<file path="src/rtl/apb_master_bridge.sv">
// Single-outstanding command/response to APB requester bridge with ACCESS-phase timeout.
module apb_master_bridge #(
   parameter int unsigned DATA_WIDTH     = 32,
   parameter int unsigned ADDR_WIDTH     = 32,
   parameter int unsigned TIMEOUT_CYCLES = 16
) (
   input  logic                  PCLK,
   input  logic                  PRESETn,
   // command side
   input  logic                  cmd_valid,
   output logic                  cmd_ready,
   input  logic                  cmd_write,
   input  logic [ADDR_WIDTH-1:0] cmd_addr,
   input  logic [DATA_WIDTH-1:0] cmd_wdata,
   // response side
   output logic                  rsp_valid,
   input  logic                  rsp_ready,
   output logic [DATA_WIDTH-1:0] rsp_rdata,
   output logic                  rsp_err,
   // APB requester
   output logic                  PSEL,
   output logic                  PENABLE,
   output logic                  PWRITE,
   output logic [ADDR_WIDTH-1:0] PADDR,
   output logic [DATA_WIDTH-1:0] PWDATA,
   input  logic [DATA_WIDTH-1:0] PRDATA,
   input  logic                  PREADY
);

   localparam int unsigned CNT_W = 8;
   localparam logic [CNT_W-1:0] WAIT_LAST = CNT_W'(TIMEOUT_CYCLES - 1);

   typedef enum logic [1:0] {
      IDLE   = 2'd0,
      SETUP  = 2'd1,
      ACCESS = 2'd2,
      RESP   = 2'd3
   } state_t;

   state_t                state, state_nxt;
   logic [CNT_W-1:0]      wait_cnt, wait_cnt_nxt;
   logic                  cmd_ready_nxt;
   logic                  psel_nxt, penable_nxt, pwrite_nxt;
   logic [ADDR_WIDTH-1:0] paddr_nxt;
   logic [DATA_WIDTH-1:0] pwdata_nxt;
   logic                  rsp_valid_nxt, rsp_err_nxt;
   logic [DATA_WIDTH-1:0] rsp_rdata_nxt;

   // Next state and next values of every registered output.
   always_comb begin
      state_nxt     = state;
      wait_cnt_nxt  = wait_cnt;
      cmd_ready_nxt = 1'b0;
      psel_nxt      = 1'b0;
      penable_nxt   = 1'b0;
      pwrite_nxt    = PWRITE;
      paddr_nxt     = PADDR;
      pwdata_nxt    = PWDATA;
      rsp_valid_nxt = 1'b0;
      rsp_rdata_nxt = rsp_rdata;
      rsp_err_nxt   = rsp_err;

      case (state)
         IDLE: begin
            cmd_ready_nxt = 1'b1;
            if (cmd_valid) begin
               state_nxt     = SETUP;
               cmd_ready_nxt = 1'b0;
               psel_nxt      = 1'b1;
               pwrite_nxt    = cmd_write;
               paddr_nxt     = cmd_addr;
               pwdata_nxt    = cmd_wdata;
               wait_cnt_nxt  = '0;
            end
         end
         SETUP: begin
            state_nxt   = ACCESS;
            psel_nxt    = 1'b1;
            penable_nxt = 1'b1;
         end
         ACCESS: begin
            psel_nxt    = 1'b1;
            penable_nxt = 1'b1;
            if (PREADY) begin
               // completion wins over a timeout reached in the same cycle
               state_nxt     = RESP;
               psel_nxt      = 1'b0;
               penable_nxt   = 1'b0;
               rsp_valid_nxt = 1'b1;
               rsp_err_nxt   = 1'b0;
               rsp_rdata_nxt = PWRITE ? '0 : PRDATA;
            end else begin
               wait_cnt_nxt = wait_cnt + CNT_W'(1);
               if (wait_cnt == WAIT_LAST) begin
                  state_nxt     = RESP;
                  psel_nxt      = 1'b0;
                  penable_nxt   = 1'b0;
                  rsp_valid_nxt = 1'b1;
                  rsp_err_nxt   = 1'b1;
                  rsp_rdata_nxt = '0;
               end
            end
         end
         RESP: begin
            rsp_valid_nxt = 1'b1;
            if (rsp_ready) begin
               state_nxt     = IDLE;
               rsp_valid_nxt = 1'b0;
               cmd_ready_nxt = 1'b1;
            end
         end
         default: begin
            state_nxt     = IDLE;
            cmd_ready_nxt = 1'b1;
         end
      endcase
   end

   // State, wait counter and output registers.
   always_ff @(posedge PCLK or negedge PRESETn) begin
      if (!PRESETn) begin
         state     <= IDLE;
         wait_cnt  <= '0;
         cmd_ready <= 1'b1;
         PSEL      <= 1'b0;
         PENABLE   <= 1'b0;
         PWRITE    <= 1'b0;
         PADDR     <= '0;
         PWDATA    <= '0;
         rsp_valid <= 1'b0;
         rsp_rdata <= '0;
         rsp_err   <= 1'b0;
      end else begin
         state     <= state_nxt;
         wait_cnt  <= wait_cnt_nxt;
         cmd_ready <= cmd_ready_nxt;
         PSEL      <= psel_nxt;
         PENABLE   <= penable_nxt;
         PWRITE    <= pwrite_nxt;
         PADDR     <= paddr_nxt;
         PWDATA    <= pwdata_nxt;
         rsp_valid <= rsp_valid_nxt;
         rsp_rdata <= rsp_rdata_nxt;
         rsp_err   <= rsp_err_nxt;
      end
   end

endmodule

</file>
<file path="config.mk">
export PLATFORM = sky130hd
export DESIGN_NAME = apb_master_bridge
export DESIGN_NICKNAME = d
export VERILOG_FILES = /design/src/rtl/apb_master_bridge.sv
export SDC_FILE = /design/constraint.sdc
export NUM_CORES = 1
export LEC_CHECK = 0
export BUFFER_PORTS_ARGS = -buffer_cell sky130_fd_sc_hd__buf_2
export CAP_MARGIN = 30
export CELL_PAD_IN_SITES_DETAIL_PLACEMENT = 1
export CELL_PAD_IN_SITES_GLOBAL_PLACEMENT = 2
export CORE_MARGIN = 2
export CORE_UTILIZATION = 29
export DETAILED_ROUTE_END_ITERATION = 8
export GPL_TIMING_DRIVEN = 0
export HOLD_SLACK_MARGIN = 0.1
export PLACE_DENSITY_LB_ADDON = 0.1
export SYNTH_ARGS = -nofsm -noshare
export SYNTH_HDL_FRONTEND = slang
export SYNTH_SLANG_ARGS = --single-unit
</file>
<file path="constraint.sdc">
create_clock -name PCLK -period 2.05 [get_ports PCLK]
set_clock_uncertainty 0.05 [all_clocks]
set_input_delay 0.1025 -clock PCLK [delete_from_list [all_inputs] [get_ports PCLK]]
set_output_delay 0.1025 -clock PCLK [all_outputs]
set_load 0.01 [all_outputs]
</file>
==> flow_summary.json, run 1 <==
{
  "nets": 713,
  "synthMostInstantiatedCell": "sky130_fd_sc_hd__dfrtp_1",
  "netlist_top_cells_count": "sky130_fd_sc_hd__dfrtp_1, sky130_fd_sc_hd__mux2_2, sky130_fd_sc_hd__a22o_1",
  "grt.overflow.total": 0,
  "crit_slowest_cell": "sky130_fd_sc_hd__or4_1",
  "area_growth_syn_to_layout_pct": 61.6,
  "grt_start_max_net_pins": 88,
  "clk-insertion-delay-late_ps": 350,
  "fill_cells": 1558,
  "maxSlewHeadroom_pct": 66.1,
  "synthFlopType": "sky130_fd_sc_hd__dfrtp_1",
  "route.vias.total": 3598,
  "critical_path_arrival_ps": 2150,
  "period_needed_ps": 1960,
  "drt-total-wl_um": 13100,
  "diodes": 0,
  "ys_top_cells_by_area": "sky130_fd_sc_hd__dfrtp_1, sky130_fd_sc_hd__mux2_2, sky130_fd_sc_hd__a22o_1, sky130_fd_sc_hd__ha_1, sky130_fd_sc_hd__buf_2",
  "hold_viol_final": 0,
  "grt_pass1_vias": 4010,
  "cts-root-buf": "sky130_fd_sc_hd__clkbuf_16",
  "totalPowerFinal_uw": 9450,
  "critPathRequiredTime_ps": 2230,
  "number_of_synthesized_flops_with_an_enable_pin": 0,
  "timing.setup.critical_path_class": "reg2reg",
  "die_height_um": 126,
  "synth-async-reset-ratio_pct": 100,
  "cts_htree_levels": 3,
  "routedWlPerCell_um": 16.5,
  "vdd.ir_drop.worst_mv": 0.644,
  "tritoncts": "built",
  "buffer_ports.inserted": 202,
  "grt_antenna_before_repair": 0,
  "detail_route.vias_per_cell": 4.54,
  "postSynthCellCount": 289,
  "run_status": "complete, no violations",
  "core_mm2": 0.0146,
  "cts_inserted_buffers": 9,
  "hold_class": "in2async",
  "critical_path.cell_chain": "ha_2 > nand4b_1 > or4_1 > a31oi_2 > mux2_1",
  "post_cts_buffers": 0,
  "synth-warning-count": 0,
  "cts_clk_pin_slew_worst_paths_ps": 70,
  "setup_viol_count_final": 0,
  "cts_num_sinks": 112,
  "slowest_delay_ps": 470,
  "placed_cell_area_mm2": 0.00562,
  "grt.total_usage_pct": 17.0,
  "yosysTopAreaCell": "sky130_fd_sc_hd__dfrtp_1",
  "finalCritPeriodShare_pct": 95.8,
  "dp_hpwl_um": 8870,
  "start_kind": "flop",
  "postRouteAntennaNets": 0,
  "synth_top_cell_area_share_pct": 63.9,
  "die_width_um": 126,
  "floorplan.initialDensity_pct": 29.8,
  "seq_area_frac_synth_pct": 64.5,
  "synth.avg_cell_area_um2": 15.0,
  "cp_max_fanout": 6,
  "power.static_leakage_uw": 0.00347,
  "drtPass1Iterations": 4,
  "synthesis_stage_register_bit_count": 112,
  "p_per_area_mw_per_mm2": 1350,
  "row_count": 44,
  "fp.dieArea_mm2": 0.0160,
  "synth_cell_types": 34,
  "drt_iter0_drc": 151,
  "global_route_wire_length_before_repair_um": 21400,
  "cp-end-kind": "flop",
  "layout-drive-gt1-share_pct": 51.6,
  "gp_congestion": 0.690,
  "io_pins": 204,
  "syn_nets": 398,
  "route.detailed.drc": 0,
  "maxSlewViolCount": 0,
  "max_freq_ghz": 0.509,
  "finalInstanceArea_mm2": 0.00702,
  "max_cap_viol_count": 0,
  "clock_tree_buffer_depth": 2,
  "worst_slew_pin_slew_ps": 509,
  "syn-cell-area_mm2": 0.00435
}
==> layout by cell type, fill, tap and decap left out, types with 2 or more instances in the layout <==
cell type / n
sky130_fd_sc_hd__nand3_1: 2
sky130_fd_sc_hd__a21o_1: 2
sky130_fd_sc_hd__nand4b_1: 2
sky130_fd_sc_hd__nor4b_1: 2
sky130_fd_sc_hd__clkbuf_2: 6
sky130_fd_sc_hd__mux2_2: 65
sky130_fd_sc_hd__o21ai_0: 2
sky130_fd_sc_hd__nor2_1: 6
sky130_fd_sc_hd__buf_4: 3
sky130_fd_sc_hd__clkbuf_8: 3
sky130_fd_sc_hd__buf_2: 205
sky130_fd_sc_hd__ha_1: 6
sky130_fd_sc_hd__nor3_1: 3
sky130_fd_sc_hd__buf_6: 2
sky130_fd_sc_hd__a21oi_1: 4
sky130_fd_sc_hd__nor2_2: 2
sky130_fd_sc_hd__dlygate4sd3_1: 101
sky130_fd_sc_hd__xnor2_1: 3
sky130_fd_sc_hd__a22o_1: 36
sky130_fd_sc_hd__clkbuf_16: 9
sky130_fd_sc_hd__a31oi_1: 2
sky130_fd_sc_hd__dfrtp_2: 3
sky130_fd_sc_hd__inv_1: 5
sky130_fd_sc_hd__nand2_1: 3
sky130_fd_sc_hd__dfrtp_1: 108
==> power breakdown <==
part           leakage [uW]  switching (uW)  internal, uW
registers           0.00138             504          3240
clock network      0.000153             800          1050
logic               0.00194            1860          2000
total               0.00347            3170          6290
==> flip-flops by register name, indices dropped and copies added, names as in the netlist <==
name       flops
rsp_valid      1
PENABLE        1
PWRITE         1
rsp_err        1
PWDATA        32
PADDR         32
PSEL           1
rsp_rdata     32
wait_cnt       8
state          2
cmd_ready      1
==> through the flow <==
stage	util [%]	cells	TNS, ps	hold slack, ps	setup WS, ps
after floorplan	-	289	0	-243	205
after global placement	38.3	675	-72720	271	-613
after detailed placement	38.5	676	-8130	-62.7	-163
after CTS	47.8	792	0	117	0.560
after global routing	48.1	792	-9.75	126	-6.98
final	48.1	792	0	124	85.2
==> worst max-delay path, delay by kind of cell, from the launching register on <==
kind / cells / cell delay [ps]
AO/OA/AOI/OAI: 1 / 210
AND/OR/NAND/NOR: 2 / 600
multiplexers: 1 / 340
adder cells (fa/ha/maj): 1 / 230
flip-flops: 1 / 420
==> area by class of cell <==
cell class	count	area (um^2)	share of cell area, %
flip-flops and latches	112	2810	40.0
clock inverters	3	48.8	0.695
plain buffers	15	87.6	1.25
well taps	184	230	3.28
multi-input cells	157	1510	21.5
repair buffers	304	2060	29.3
clock buffers	12	267	3.80
inverters	5	18.8	0.267
==> path summary, 6_finish.rpt <==
kind                                      end  slack, ps          start  cells after the start
max in group asynchronous         wait_cnt[2]       1100        PRESETn                      3
worst max register to register       state[1]         90    wait_cnt[0]                      5
min in group PCLK                 wait_cnt[0]        280      cmd_valid                      3
worst min register to register  rsp_rdata[31]        450  rsp_rdata[31]                      1
worst max-delay path                 state[1]         90    wait_cnt[0]                      5
worst min-delay path            rsp_rdata[20]        120        PRESETn                      2
==> what timing repair did <==
action,CTS,global route
setup endpoints to repair,90,75
hold buffers,101,0
endpoints found under the hold margin,214,0
resized for setup,8,20
pin swaps,1,1
==> logic make-up after synthesis <==
kind of cell    Yosys count  share of synthesized area, %
compound gates           52                          9.76
mux                      67                          17.3
flops                   112                          64.5
buf+inv                  20                          2.07
xor+xnor                  3                         0.605
simple gates             28                          3.69
fa+ha+maj                 7                          2.02
==> per-layer routing <==
| layer | part of all wire, % | GRT usage, % | routed length [um] |
|---|---|---|---|
| met2 | 51 | 28.8 | 6710 |
| met4 | 2.0 | 4.91 | 265 |
| met5 | 0 | 0 | 0 |
| met1 | 41 | 21.4 | 5380 |
| met3 | 5.4 | 4.68 | 704 |
Note: power is estimated with default switching activity, not from simulation.
==> run 2: changes to the inputs <==
--- a/config.mk
+++ b/config.mk
@@ -15,6 +15,7 @@
 export GPL_TIMING_DRIVEN = 0
 export HOLD_SLACK_MARGIN = 0.1
 export PLACE_DENSITY_LB_ADDON = 0.1
+export RECOVER_POWER = 50
 export SYNTH_ARGS = -nofsm -noshare
 export SYNTH_HDL_FRONTEND = slang
 export SYNTH_SLANG_ARGS = --single-unit
==> flow_summary.json, run 2 (same netlist as run 1, synthesis figures left out) <==
{
  "hold_viol_final": 0,
  "worst_r2r_endpoint": "state[1]",
  "route.detailed.drc": 0,
  "layout_commonest_cell": "sky130_fd_sc_hd__buf_2",
  "route.vias.total": 3587,
  "detail_route.vias_per_cell": 4.53,
  "grt_antenna_before_repair": 0,
  "worstReg2RegStart": "wait_cnt[0]",
  "postRouteAntennaNets": 0,
  "start_kind": "flop",
  "placed_cell_area_mm2": 0.00562,
  "finalCritPeriodShare_pct": 95.9,
  "timing.reg2reg.setup_slack_ps": 80,
  "non_filler_instances": 792,
  "floorplan.initialDensity_pct": 29.8,
  "drtPass1Iterations": 4,
  "p_per_area_mw_per_mm2": 1340,
  "maxSlewViolCount": 0,
  "fill_cells": 1574,
  "grt_start_max_net_pins": 88,
  "io_pins": 204,
  "final_cell_mix": "sky130_fd_sc_hd__buf_2, sky130_fd_sc_hd__dfrtp_1, sky130_fd_sc_hd__dlygate4sd3_1",
  "drt-total-wl_um": 13100,
  "dpl.cell_count": 676,
  "worst_slew_pin_slew_ps": 509,
  "core_mm2": 0.0146,
  "drt_iter0_drc": 153,
  "setup_viol_count_final": 0,
  "diodes": 0,
  "clock_tree_buffer_depth": 2,
  "tritoncts": "built",
  "die_width_um": 126,
  "critical_path_arrival_ps": 2150,
  "routedWlPerCell_um": 16.5,
  "die_height_um": 126,
  "nets": 713,
  "global_route_wire_length_before_repair_um": 21400,
  "vdd.ir_drop.worst_mv": 0.633,
  "cts_inserted_buffers": 9,
  "cp-end-kind": "flop",
  "grt.overflow.total": 0,
  "layout-drive-gt1-share_pct": 43.9,
  "timing.setup.critical_path_class": "reg2reg",
  "period_needed_ps": 1970,
  "area_taken_by_multi_input_logic_gates_mm2": 0.00151,
  "cts_num_sinks": 112,
  "max_freq_ghz": 0.509,
  "cts_clk_pin_slew_worst_paths_ps": 70,
  "clk-insertion-delay-late_ps": 350,
  "power.static_leakage_uw": 0.00333,
  "critPathRequiredTime_ps": 2230,
  "fp.dieArea_mm2": 0.0160,
  "dp_hpwl_um": 8870,
  "totalPowerFinal_uw": 9350,
  "maxSlewHeadroom_pct": 66.1,
  "post_cts_buffers": 0,
  "hold_class": "in2async",
  "grt_pass1_vias": 4010,
  "gp_congestion": 0.690,
  "buffer_ports.inserted": 202,
  "finalInstanceArea_mm2": 0.00696,
  "crit_path_start": "wait_cnt[0]",
  "cp_max_fanout": 6,
  "cts-root-buf": "sky130_fd_sc_hd__clkbuf_16",
  "grt.total_usage_pct": 17.0,
  "cts_htree_levels": 3,
  "worstSetupEndpoint": "state[1]",
  "area_growth_syn_to_layout_pct": 60.2,
  "row_count": 44,
  "biggestRegsByFlops": "PADDR (32), PWDATA (32), rsp_rdata (32)",
  "max_cap_viol_count": 0,
  "run_status": "complete, no violations",
  "seqCellArea_mm2": 0.00281,
  "worstRegToRegCells": 5
}
run 2: cell count changes in the layout (fill, tap and decap cells not counted), sizes merged:
| cell | previous run | this run |
|---|---|---|
| buf | 211 | 164 |
| clkbuf | 19 | 66 |
run 2: layout make-up:
type / instances / area share (%)
repair buffers: 304 / 28.7
inverters: 5 / 0.270
plain buffers: 15 / 1.26
flip-flops and latches: 112 / 40.3
clock inverters: 3 / 0.701
multi-input cells: 157 / 21.6
well taps: 184 / 3.31
clock buffers: 12 / 3.83
run 2: worst min-delay path by stage:
stage                from            end  slack, ps  cells past startpoint
5_1_grt           PRESETn  rsp_rdata[20]        130                      2
6_report          PRESETn  rsp_rdata[20]        120                      2
3_5_place_dp      PRESETn  rsp_rdata[20]        -60                      1
2_1_floorplan     PRESETn       PADDR[0]       -240                      0
4_1_cts           PRESETn  rsp_rdata[20]        120                      2
3_3_place_gp   PRDATA[20]  rsp_rdata[20]        270                      2
run 2: routing by layer:
layer	track usage (%)	vias up	share of wire [%]	routed length, um
met2	28.8	109	51	6700
met4	4.91	0	2.0	265
met3	4.68	18	5.3	689
li1	-	1680	-	-
met5	0	-	0	0
met1	21.4	1780	41	5410
run 2: timing repair:
action | 4_1_cts | 5_1_grt
endpoints found under the hold margin | 214 | 0
resized for setup | 8 | 20
endpoints found under the setup margin | 90 | 75
hold buffers | 101 | 0
pin swaps | 1 | 1
run 2: per-stage QoR:
step | utilization [%] | setup slack (ps) | setup TNS (ps) | hold WS [ps]
final | 47.7 | 84.1 | 0 | 124
after CTS | 47.8 | 0.560 | 0 | 117
after global routing | 47.7 | -6.98 | -9.75 | 126
after detailed placement | 38.5 | -163 | -8130 | -62.7
after global placement | 38.3 | -613 | -72720 | 271
after floorplan | - | 205 | 0 | -243
run 2: report_power, final:
part           internal [uW]  switching, uW
Combinational           1870           1870
Clock                   1050            800
Sequential              3240            518
run 2: critical path, stage by stage, from the launching register on:
cell                       delay, ps
sky130_fd_sc_hd__dfrtp_2         420
sky130_fd_sc_hd__ha_2            230
sky130_fd_sc_hd__nand4b_1        130
sky130_fd_sc_hd__or4_1           470
sky130_fd_sc_hd__a31oi_2         210
sky130_fd_sc_hd__mux2_1          340
==> run 3: changes to the inputs <==
--- a/config.mk
+++ b/config.mk
@@ -5,11 +5,11 @@
 export SDC_FILE = /design/constraint.sdc
 export NUM_CORES = 1
 export LEC_CHECK = 0
+export ABC_AREA = 0
 export BUFFER_PORTS_ARGS = -buffer_cell sky130_fd_sc_hd__buf_2
 export CAP_MARGIN = 30
-export CELL_PAD_IN_SITES_DETAIL_PLACEMENT = 1
+export CELL_PAD_IN_SITES_DETAIL_PLACEMENT = 0
 export CELL_PAD_IN_SITES_GLOBAL_PLACEMENT = 2
-export CORE_MARGIN = 2
 export CORE_UTILIZATION = 29
 export DETAILED_ROUTE_END_ITERATION = 8
 export GPL_TIMING_DRIVEN = 0
==> flow_summary.json, run 3 (same netlist as run 1, synthesis figures left out) <==
{
  "cts_htree_levels": 3,
  "total_net_switching_power_uw": 3180,
  "power.sequential.fraction_pct": 41.0,
  "clock_tree_buffer_depth": 2,
  "routedWlPerCell_um": 14.9,
  "final_cell_mix": "sky130_fd_sc_hd__buf_2, sky130_fd_sc_hd__dfrtp_1, sky130_fd_sc_hd__dlygate4sd3_1",
  "setup_slack_placement_ps": -188,
  "vdd.ir_drop.worst_mv": 0.566,
  "detail_route.vias_per_cell": 4.43,
  "drt-total-wl_um": 11900,
  "layout-drive-gt1-share_pct": 36.6,
  "postRouteAntennaNets": 0,
  "critPathRequiredTime_ps": 2230,
  "hold_viol_final": 0,
  "hold_class": "in2reg",
  "route.vias.total": 3529,
  "drt_iter0_drc": 164,
  "route.detailed.drc": 0,
  "worstReg2RegStart": "wait_cnt[0]",
  "area_growth_syn_to_layout_pct": 58.9,
  "grt_pass1_vias": 3740,
  "internal-power_uw": 5980,
  "grt.overflow.total": 0,
  "global_route_wire_length_before_repair_um": 19400,
  "buffer_ports.inserted": 202,
  "crit_path_start": "wait_cnt[0]",
  "io_pins": 204,
  "clk-insertion-delay-late_ps": 350,
  "critical_path_arrival_ps": 2130,
  "cts-root-buf": "sky130_fd_sc_hd__clkbuf_16",
  "power.static_leakage_uw": 0.00319,
  "worst_slew_pin_slew_ps": 864,
  "setup_viol_count_final": 0,
  "final_critical_path_setup_slack_ps": 95.4,
  "start_kind": "flop",
  "die_height_um": 124,
  "die_width_um": 124,
  "utilization_after_layout_pct": 47.3,
  "nets": 716,
  "finalCritPeriodShare_pct": 95.3,
  "dp_hpwl_um": 8090,
  "max_freq_ghz": 0.512,
  "period_needed_ps": 1950,
  "grt.total_usage_pct": 15.9,
  "cts_clk_pin_slew_worst_paths_ps": 70,
  "worstSetupEndpoint": "state[1]",
  "timing.setup.critical_path_class": "reg2reg",
  "biggestRegsByFlops": "PADDR (32), PWDATA (32), rsp_rdata (32)",
  "sw_frac_of_total_pct": 34.7,
  "cp-end-kind": "flop",
  "drtPass1Iterations": 4,
  "p_per_area_mw_per_mm2": 1330,
  "share_comb_of_total_power_pct": 39.5,
  "gp_congestion": 0.702,
  "floorplan.initialDensity_pct": 29.8,
  "timing.reg2reg.setup_slack_ps": 100,
  "tritoncts": "built",
  "diodes": 0,
  "worst_r2r_endpoint": "state[1]",
  "run_status": "complete, no violations",
  "cts_num_sinks": 112,
  "layout_commonest_cell": "sky130_fd_sc_hd__buf_2",
  "core_mm2": 0.0146,
  "grt_start_max_net_pins": 80,
  "clock_power_share_pct": 19.5,
  "worstRegToRegCells": 5,
  "row_count": 44,
  "totalPowerFinal_uw": 9170,
  "hold_slack_ps": 310,
  "placed_cell_area_mm2": 0.00562,
  "grt_antenna_before_repair": 0,
  "max_cap_viol_count": 0,
  "fp.dieArea_mm2": 0.0155,
  "maxSlewHeadroom_pct": 42.4,
  "maxSlewViolCount": 0,
  "cts_inserted_buffers": 9,
  "finalInstanceArea_mm2": 0.00691,
  "cp_max_fanout": 4
}
-- run 3: cell type report --
| class | instances | area, um^2 |
|---|---|---|
| well taps | 184 | 230 |
| plain buffers | 15 | 87.6 |
| fillers | 1379 | 7680 |
| flip-flops and latches | 112 | 2810 |
| clock buffers | 11 | 233 |
| multi-input cells | 157 | 1530 |
| repair buffers | 307 | 1940 |
| clock inverters | 5 | 63.8 |
| inverters | 5 | 18.8 |
-- run 3: worst min-delay path by stage --
stage / start / endpoint / slack [ps] / cells after the start
finish: cmd_valid / wait_cnt[1] / 310 / 3
global route: cmd_valid / wait_cnt[1] / 320 / 3
CTS: PRESETn / rsp_rdata[16] / 150 / 2
detailed placement: PRESETn / rsp_rdata[12] / -30 / 1
global placement: PRDATA[16] / rsp_rdata[16] / 270 / 2
floorplan: PRESETn / PADDR[0] / -240 / 0
-- run 3: what timing repair did --
action                                  4_1_cts  5_1_grt
resized for setup                             6       26
setup buffers                                 0        3
endpoints found under the setup margin       89       85
hold buffers                                101        0
hold endpoints to repair                    214        0
pin swaps                                     1        0
gates cloned                                  0        0
-- run 3: metal layers --
metal	GRT usage [%]	routed length (um)	part of all wire, %	up-vias
met5	0	0	0	-
met4	4.68	140	1.2	0
met3	3.99	517	4.4	9
met2	26.7	5930	50	111
met1	20.0	5300	45	1723
li1	-	-	-	1686
-- run 3: power by group through the flow --
| stage | registers [uW] | logic, uW | clock network (uW) |
|---|---|---|---|
| after floorplan | 4240 | 1560 | 0 |
| after global placement | 3720 | 3590 | 0 |
| after detailed placement | 3760 | 3610 | 0 |
| after CTS | 3730 | 3790 | 1870 |
| after global routing | 3900 | 3960 | 1940 |
| final | 3760 | 3620 | 1790 |
-- run 3: critical path, stage by stage, from the launching register on --
cell                       delay, ps
sky130_fd_sc_hd__dfrtp_2         400
sky130_fd_sc_hd__ha_2            220
sky130_fd_sc_hd__nand4b_1        140
sky130_fd_sc_hd__or4_4           460
sky130_fd_sc_hd__a31oi_2         230
sky130_fd_sc_hd__mux2_1          340
-- run 3: per-stage QoR --
stage                     setup TNS (ps)  cells
after CTS                              0    793
final                                  0    796
after global routing              -0.178    796
after floorplan                        0    289
after detailed placement           -8250    676
after global placement            -71160    675
